--- src/rtl/tick_pkg.sv ---
// Shared types and default divisors for the multi-channel tick generator.
package tick_pkg;

  localparam int DIV_WIDTH = 16;
  localparam int NUM_CHAN  = 3;

  typedef logic [DIV_WIDTH-1:0] div_t;

  typedef struct packed {
    div_t div;
    logic mode;
    logic restart;
  } tick_cfg_t;

  // Reference clock and the slow rates derived from it.
  localparam int CLK_FREQ  = 100_000_000;
  localparam int SLOW_FREQ = 10_000_000;
  localparam int RTC_FREQ  = 1_000_000;
  localparam int BAUDRATE  = 115_200;

  localparam div_t DIV_PER  = div_t'(CLK_FREQ / SLOW_FREQ);
  localparam div_t DIV_RTC  = div_t'(CLK_FREQ / RTC_FREQ);
  localparam div_t DIV_BAUD = div_t'(CLK_FREQ / BAUDRATE);

  // Index 0 = peripheral, 1 = rtc, 2 = baud.
  localparam logic [NUM_CHAN-1:0][DIV_WIDTH-1:0] DIV_INIT_DEF = {DIV_BAUD, DIV_RTC, DIV_PER};

endpackage

--- src/rtl/tick_channel.sv ---
// One divider channel: counter, active/pending divisor, mode, tick and wave outputs.
module tick_channel
  import tick_pkg::*;
#(
  parameter div_t DIV_RESET = div_t'(1)
) (
  input  logic      clock,
  input  logic      reset,
  input  logic      enable,
  input  logic      sync,
  input  logic      cfg_wr,
  input  tick_cfg_t cfg,
  output logic      tick,
  output logic      wave
);

  div_t cnt;
  div_t active_div;
  div_t pend_div;
  logic pend_vld;
  logic mode;
  div_t d_eff;
  logic at_wrap;
  logic mode_next;

  // Divisor 0 behaves as 1; wrap is the last count of an enabled period.
  always_comb begin
    d_eff     = (active_div == '0) ? div_t'(1) : active_div;
    at_wrap   = enable && (cnt == d_eff - div_t'(1));
    mode_next = cfg_wr ? cfg.mode : mode;
  end

  // Counter, divisor hand-over and output pulse generation.
  always_ff @(posedge clock or posedge reset) begin
    if (reset) begin
      cnt        <= '0;
      active_div <= DIV_RESET;
      pend_div   <= '0;
      pend_vld   <= 1'b0;
      mode       <= 1'b0;
      tick       <= 1'b0;
      wave       <= 1'b0;
    end else begin
      mode <= mode_next;
      if (cfg_wr && cfg.restart) begin
        active_div <= cfg.div;
        cnt        <= '0;
        pend_vld   <= 1'b0;
        tick       <= 1'b0;
        wave       <= 1'b0;
      end else begin
        if (sync) begin
          cnt  <= '0;
          tick <= 1'b0;
        end else if (at_wrap) begin
          cnt  <= '0;
          tick <= 1'b1;
          if (mode) wave <= ~wave;
          if (pend_vld) begin
            active_div <= pend_div;
            pend_vld   <= 1'b0;
          end
        end else if (enable) begin
          cnt  <= cnt + div_t'(1);
          tick <= 1'b0;
        end else begin
          tick <= 1'b0;
        end
        // A deferred write lands after any hand-over above, so it stays pending.
        if (cfg_wr) begin
          pend_div <= cfg.div;
          pend_vld <= 1'b1;
        end
      end
      if (!mode_next) wave <= 1'b0;
    end
  end

endmodule

--- src/rtl/tick_divider.sv ---
// Multi-channel programmable tick generator: config decode, sync fan-out, channel array.
module tick_divider
  import tick_pkg::*;
#(
  parameter int CHANNELS = NUM_CHAN,
  parameter logic [CHANNELS-1:0][DIV_WIDTH-1:0] DIV_INIT = DIV_INIT_DEF,
  localparam int CHAN_W = (CHANNELS > 1) ? $clog2(CHANNELS) : 1
) (
  input  logic                 clock,
  input  logic                 reset,
  input  logic                 cfg_valid,
  input  logic [CHAN_W-1:0]    cfg_chan,
  input  logic [DIV_WIDTH-1:0] cfg_div,
  input  logic                 cfg_mode,
  input  logic                 cfg_restart,
  output logic                 cfg_ready,
  input  logic [CHANNELS-1:0]  enable,
  input  logic                 sync,
  output logic [CHANNELS-1:0]  tick,
  output logic [CHANNELS-1:0]  wave
);

  tick_cfg_t           cfg_bus;
  logic [CHANNELS-1:0] chan_wr;

  // Ready comes up one edge after reset release and stays up.
  always_ff @(posedge clock or posedge reset) begin
    if (reset) cfg_ready <= 1'b0;
    else       cfg_ready <= 1'b1;
  end

  // Address decode; a channel index past the last channel selects nothing.
  always_comb begin
    cfg_bus = '{div: cfg_div, mode: cfg_mode, restart: cfg_restart};
    chan_wr = '0;
    for (int i = 0; i < CHANNELS; i++) begin
      chan_wr[i] = cfg_valid && cfg_ready && (cfg_chan == CHAN_W'(i));
    end
  end

  for (genvar i = 0; i < CHANNELS; i++) begin : g_chan
    tick_channel #(
      .DIV_RESET (div_t'(DIV_INIT[i]))
    ) u_chan (
      .clock  (clock),
      .reset  (reset),
      .enable (enable[i]),
      .sync   (sync),
      .cfg_wr (chan_wr[i]),
      .cfg    (cfg_bus),
      .tick   (tick[i]),
      .wave   (wave[i])
    );
  end

endmodule

--- config.mk ---
export PLATFORM = sky130hd
export DESIGN_NAME = tick_divider
export DESIGN_NICKNAME = d
export VERILOG_FILES = /design/src/rtl/tick_pkg.sv /design/src/rtl/tick_channel.sv /design/src/rtl/tick_divider.sv
export SDC_FILE = /design/constraint.sdc
export NUM_CORES = 1
export LEC_CHECK = 0
export ABC_CLOCK_PERIOD_IN_PS = 5000
export CAP_MARGIN = 20
export CORE_MARGIN = 5
export CORE_UTILIZATION = 50
export DETAILED_ROUTE_END_ITERATION = 7
export GPL_ROUTABILITY_DRIVEN = 0
export MAX_ROUTING_LAYER = met4
export PLACE_DENSITY = 0.8
export SYNTH_ARGS = -nofsm -noshare
export SYNTH_HDL_FRONTEND = slang
export SYNTH_SLANG_ARGS = --single-unit
--- constraint.sdc ---
create_clock -name clock -period 5 [get_ports clock]
set_clock_uncertainty 0.15 [all_clocks]
set_input_delay 0.75 -clock clock [delete_from_list [all_inputs] [get_ports clock]]
set_output_delay 0.75 -clock clock [all_outputs]
set_load 0.05 [all_outputs]
# After elaboration in Yosys (flattened, before gate mapping)
# Cells that the tools add are included.
# totals
input_bits,27
regBits,157
word_cells,158
# classes
mux,66
reduce_logical,38
n_addsub,6
bitwise_logic,6
eq_ne,20
# ops
operator,n
16-bit two-way mux,27
"16-bit by 1-bit adder with 16-bit output, second input constant",3
16-bit equality test,3
16-bit zero test,3
"16-bit by 1-bit subtractor with 16-bit output, second input constant",3
1-bit two-way mux,39
"3-bit by 2-bit != test with 1-bit output, second input constant",6
3-bit AND reduction,6
2-bit AND reduction,6
2-bit nonzero test,6
4-bit nonzero test,3
1-bit logical AND,10
"3-bit by 1-bit != test with 1-bit output, second input constant",3
"3-bit != test, second input constant",3
3-bit nonzero test,3
"2-bit by 1-bit != test with 1-bit output, second input constant",3
1-bit NOT,6
"2-bit by 1-bit equality test with 1-bit output, second input constant",1
"2-bit equality test, second input constant",1
2-bit zero test,1

# Depth between registers and ports, before layout
# logic_depth
ltp_word,9
mapped_depth,15
depth_no_buf,11

# Modules after synthesis
# From an unflattened synthesis, not the netlist that was laid out.
# hier_totals
hier_cells,930
area_unflattened_um2,9080.0
# by_module_without_submodules
module,area_per_inst_um2,instances,cells_per_inst,seq_area_each_um2
tick_channel at g_chan[2].u_chan,3020.4,1,306,1307.5
tick_channel at g_chan[1].u_chan,2996.6,1,309,1305.0
tick_channel at g_chan[0].u_chan,2995.4,1,309,1303.8
tick_divider,67.6,1,6,25.0

# Worst setup path before layout
# Ideal clock, no wire load.
# synth_path
kind,register to register
startpoint,register g_chan[2].u_chan.active_div[8]
endpoint,register g_chan[2].u_chan.active_div[0]
synth_period_minus_slack_ps,3918
path_stages_with_launch,16
path_slack_ps,1082
n_path_buf,4
setup_ps,141
arrival_time_ps,3627
path_cell_list,dfstp_2 -> clkbuf_1 -> nor2_1 -> and4_1 -> a21oi_1 -> ha_1 -> nor3b_2 -> xnor2_1 -> nor4_1 -> nand3_1 -> or4_1 -> buf_2 -> buf_6 -> buf_2 -> o41ai_1 -> a31oi_1
# synth_via
elab_chain_len,7
# synth_rtl
element,line,text
from (decl),tick_channel.sv:18,div_t active_div;
from (signal assigned),tick_channel.sv:46,active_div <= cfg.div;
from (signal assigned),tick_channel.sv:60,active_div <= pend_div;
16-bit zero test,tick_channel.sv:28,d_eff = (active_div == '0) ? div_t'(1) : active_div;
16-bit two-way mux *,tick_channel.sv:28,
16-bit by 1-bit subtractor with 16-bit output *,tick_channel.sv:29,at_wrap = enable && (cnt == d_eff - div_t'(1));
16-bit equality test *,tick_channel.sv:29,
1-bit logical AND *,tick_channel.sv:29,
2-bit nonzero test (no line) *,n/a,
3-bit AND reduction (no line) *,n/a,
# Mark *: on every way between the ends. The rest lies on a longest branch, timed or not.
# A chain may end at the register's enable or synchronous reset.

# Final worst setup path
# layout_path
startpoint,register g_chan[2].u_chan.active_div[11]
endpoint,register g_chan[2].u_chan.active_div[8]
# The elaborated chain is that of the path after synthesis.

==> metrics <==
outcome finished clean; sequential group share of total power 46.6%; total CTS buffers 17; r2r endpoint g_chan[2].u_chan.active_div[8]$_DFFE_PP1P_; Syn Area/Cell 9.21 um2; Max Root-Sink Buffers 2; Hold Crit Class register to register; Vias 7871; GRT Util Overall 22.3%; vias in the first global route 7319; Top delay family on crit path simple AND/OR/NAND/NOR gates; endpoints failing hold 0; yosys warns 0; most frequent cells in the layout dfrtp_1, nor2_1, nand2_1, o21ai_0, a31oi_1; Clk pwr share 33.7%; leading cell type in the layout, fill and taps excluded dfrtp_1; largest net degree at the start of global routing 96; drt pass-1 iters 6; R2R depth 11; WP depth 11; setup total negative slack 0 ps; synth top area cells dfrtp_1, nor2_1, mux2_2; critical-path cell list nor4_2 -> and4_1 -> a21oi_1 -> ha_1 -> nor3b_2 -> xnor2_1 -> nor4_1 -> nand3_1 -> or4_1 -> or4_1 -> a31oi_1; Worst EP required 5210 ps; CP Class register to register; fillcell total 1577; CP max-delay cell or4_1; Synth async-reset ratio 100%; number of synthesized register bits 157; Root Driver clkbuf_16; Overflow after GRT 0; layout cells sized above 1 13.1%; count of final setup violators 0; TritonCTS clock tree yes; combinational share of power 19.7%; DR DRC count 0; die height 147 um; core region area 18500 um2; crit-path max FO 27; achievable clock frequency 224 MHz; Post-synth EDFFs 0; antenna violations before repair 0; # nets final 1043; CTS sink cnt 157; Via density 6.26; Worst VDD drop 0.000284 V; Worst Hold End g_chan[2].u_chan.pend_div[2]$_DFFE_PP0P_; Rel. slew slack 35.7%; Seq/Total Area, Yosys 42.2%; r2r setup slk 530 ps; Most common cell on crit path or4_1; Placed Area 9790 um2; leak pwr 4.08 nW; Worst Max-Slew Pin Slew 962 ps; post-synth top area share 39.4%; RSZ-0062 raised after global routing no; post-route cell area 10400 um2; Switch Pwr 1.22 mW; Power Density 357 nW/um2; Switching Fraction 32.9%; worst r2r src g_chan[2].u_chan.active_div[11]$_DFFE_PP0P_; crit-path max cell delay 910 ps; Ports 34; hold_ws 349 ps; Min-Delay Startpoint g_chan[2].u_chan.pend_div[2]$_DFFE_PP0P_; n_diodes 0; Hold Path Stages 1; max-cap violations 0; Synth cell types 68; max-slew violations 0; final non-filler cell total 1257; Clock transition at path regs 70 ps; clk_lat worst skew 430 ps; Hold Buf Count CTS 0; Critical Path End Type register; Tmin final 4470 ps; Mapped Area 9340 um2; pre-CTS setup slack 539 ps; Chip Width 147 um; WL/cell 18.4 um; Synthesized Nets 1047; FP Rows 50; dpl cells 1225; Int Pwr 2.48 mW; first-pass GRT wire length 38300 um; Most used DFF post-synth dfrtp_1; htree depth 4; startpoint types register; hpwl dp 16200 um; IO buf count 33; final period utilization 89.5%; synthesized netlist cell count 1014; remaining antenna violation count after routing 0; setup ws final 527 ps; Worst Path Arrival 4680 ps; initial drt markers 663; Die Footprint 21500 um2; Synth area leader dfrtp_1; WP buf/inv 0; CTS resizes 0; Layout area overhead 10.9%; post-CTS setup buffer count 0; Starting Density 50.4%; Post-Route WL 23200 um
[per-layer routing]
metal  vias to the layer above  wire length, um  share of wire [%]  track usage (%)
met5                         -                0                  0                -
met2                       279            10600                 46             32.9
met1                      3831            10400                 45             30.8
li1                       3717                -                  -                -
met3                        44             1470                6.3             4.87
met4                         0              663                2.9             7.15
[registers in the layout, summed over array words and instances, names as in the netlist]
register and cells:
g_chan.u_chan.pend_div 48, cfg_ready 1, g_chan.u_chan.wave 3, g_chan.u_chan.tick 3, g_chan.u_chan.pend_vld 3, g_chan.u_chan.mode 3, g_chan.u_chan.cnt 48, g_chan.u_chan.active_div 48
[final cells by class]
| cell class | instances | area, um2 | area share (%) |
|---|---|---|---|
| clock inverter | 14 | 128 | 1.23 |
| clock buffer | 18 | 439 | 4.24 |
| sequential | 157 | 3940 | 38.1 |
| inverter | 27 | 105 | 1.02 |
| timing repair buffer | 49 | 463 | 4.47 |
| tap | 234 | 293 | 2.83 |
| multi-input combinational | 758 | 4980 | 48.1 |
[how the worst max path moves through the flow]
stage	startpoint	end	slack, ps
floorplan	g_chan[2].u_chan.active_div[8]$_DFFE_PP1P_	g_chan[2].u_chan.active_div[0]$_DFFE_PP0P_	1080
global placement	g_chan[2].u_chan.active_div[11]$_DFFE_PP0P_	g_chan[2].u_chan.active_div[7]$_DFFE_PP0P_	650
detailed placement	g_chan[2].u_chan.active_div[11]$_DFFE_PP0P_	g_chan[2].u_chan.active_div[8]$_DFFE_PP1P_	540
CTS	g_chan[2].u_chan.active_div[11]$_DFFE_PP0P_	g_chan[2].u_chan.active_div[8]$_DFFE_PP1P_	530
global route	g_chan[2].u_chan.active_div[11]$_DFFE_PP0P_	g_chan[2].u_chan.active_div[4]$_DFFE_PP0P_	110
finish	g_chan[2].u_chan.active_div[11]$_DFFE_PP0P_	g_chan[2].u_chan.active_div[8]$_DFFE_PP1P_	530
[cell usage after synthesis (4+ instances only)]
library cell / number
nand4b_1: 9
a41oi_1: 10
nand4_1: 33
and4_1: 8
o211ai_1: 5
or3b_2: 6
inv_1: 27
dfrtp_1: 147
a31oi_1: 50
nor2b_1: 6
dfstp_2: 10
buf_2: 9
buf_4: 6
xnor2_1: 38
nand2_1: 55
nor3_1: 13
nand3b_1: 5
clkbuf_1: 52
a31o_2: 5
nor4_2: 6
o21ai_0: 53
mux2_2: 43
nor4_1: 15
xor2_1: 46
o31ai_1: 4
ha_1: 6
or2_2: 8
a21oi_1: 24
o41ai_1: 20
and3_1: 32
or3_1: 22
nor2_1: 131
nand3_1: 28
a211oi_1: 5
mux2i_1: 7
or4_1: 22
[power by group through the flow]
stage               clock network (mW)  logic (mW)  registers [mW]
global placement                     0       0.697            1.73
detailed placement                   0       0.721            1.74
finish                            1.25       0.730            1.72
CTS                               1.26       0.726            1.71
global route                      1.32       0.815            1.75
floorplan                            0       0.593            1.64
[stage by stage]
stage | total power [mW] | utilization [%]
global route | 3.88 | 55.9
floorplan | 2.23 | -
CTS | 3.70 | 55.9
finish | 3.70 | 55.9
global placement | 2.42 | 52.8
detailed placement | 2.46 | 52.8
[logic make-up (layout without fill, tap and decap cells)]
family,Yosys count,count (layout),share of synthesized area (%)
AOI/OAI and AO/OA,205,205,14.6
xor gates and xnor gates,85,85,8.12
adders and majority gates,6,6,0.804
buffers and inverters,99,108,4.43
DFF,157,157,42.2
muxes,50,50,5.94
other,1,1,0.0402
and+or+nand+nor,411,411,23.8
Power figures use the tool's default switching activity.
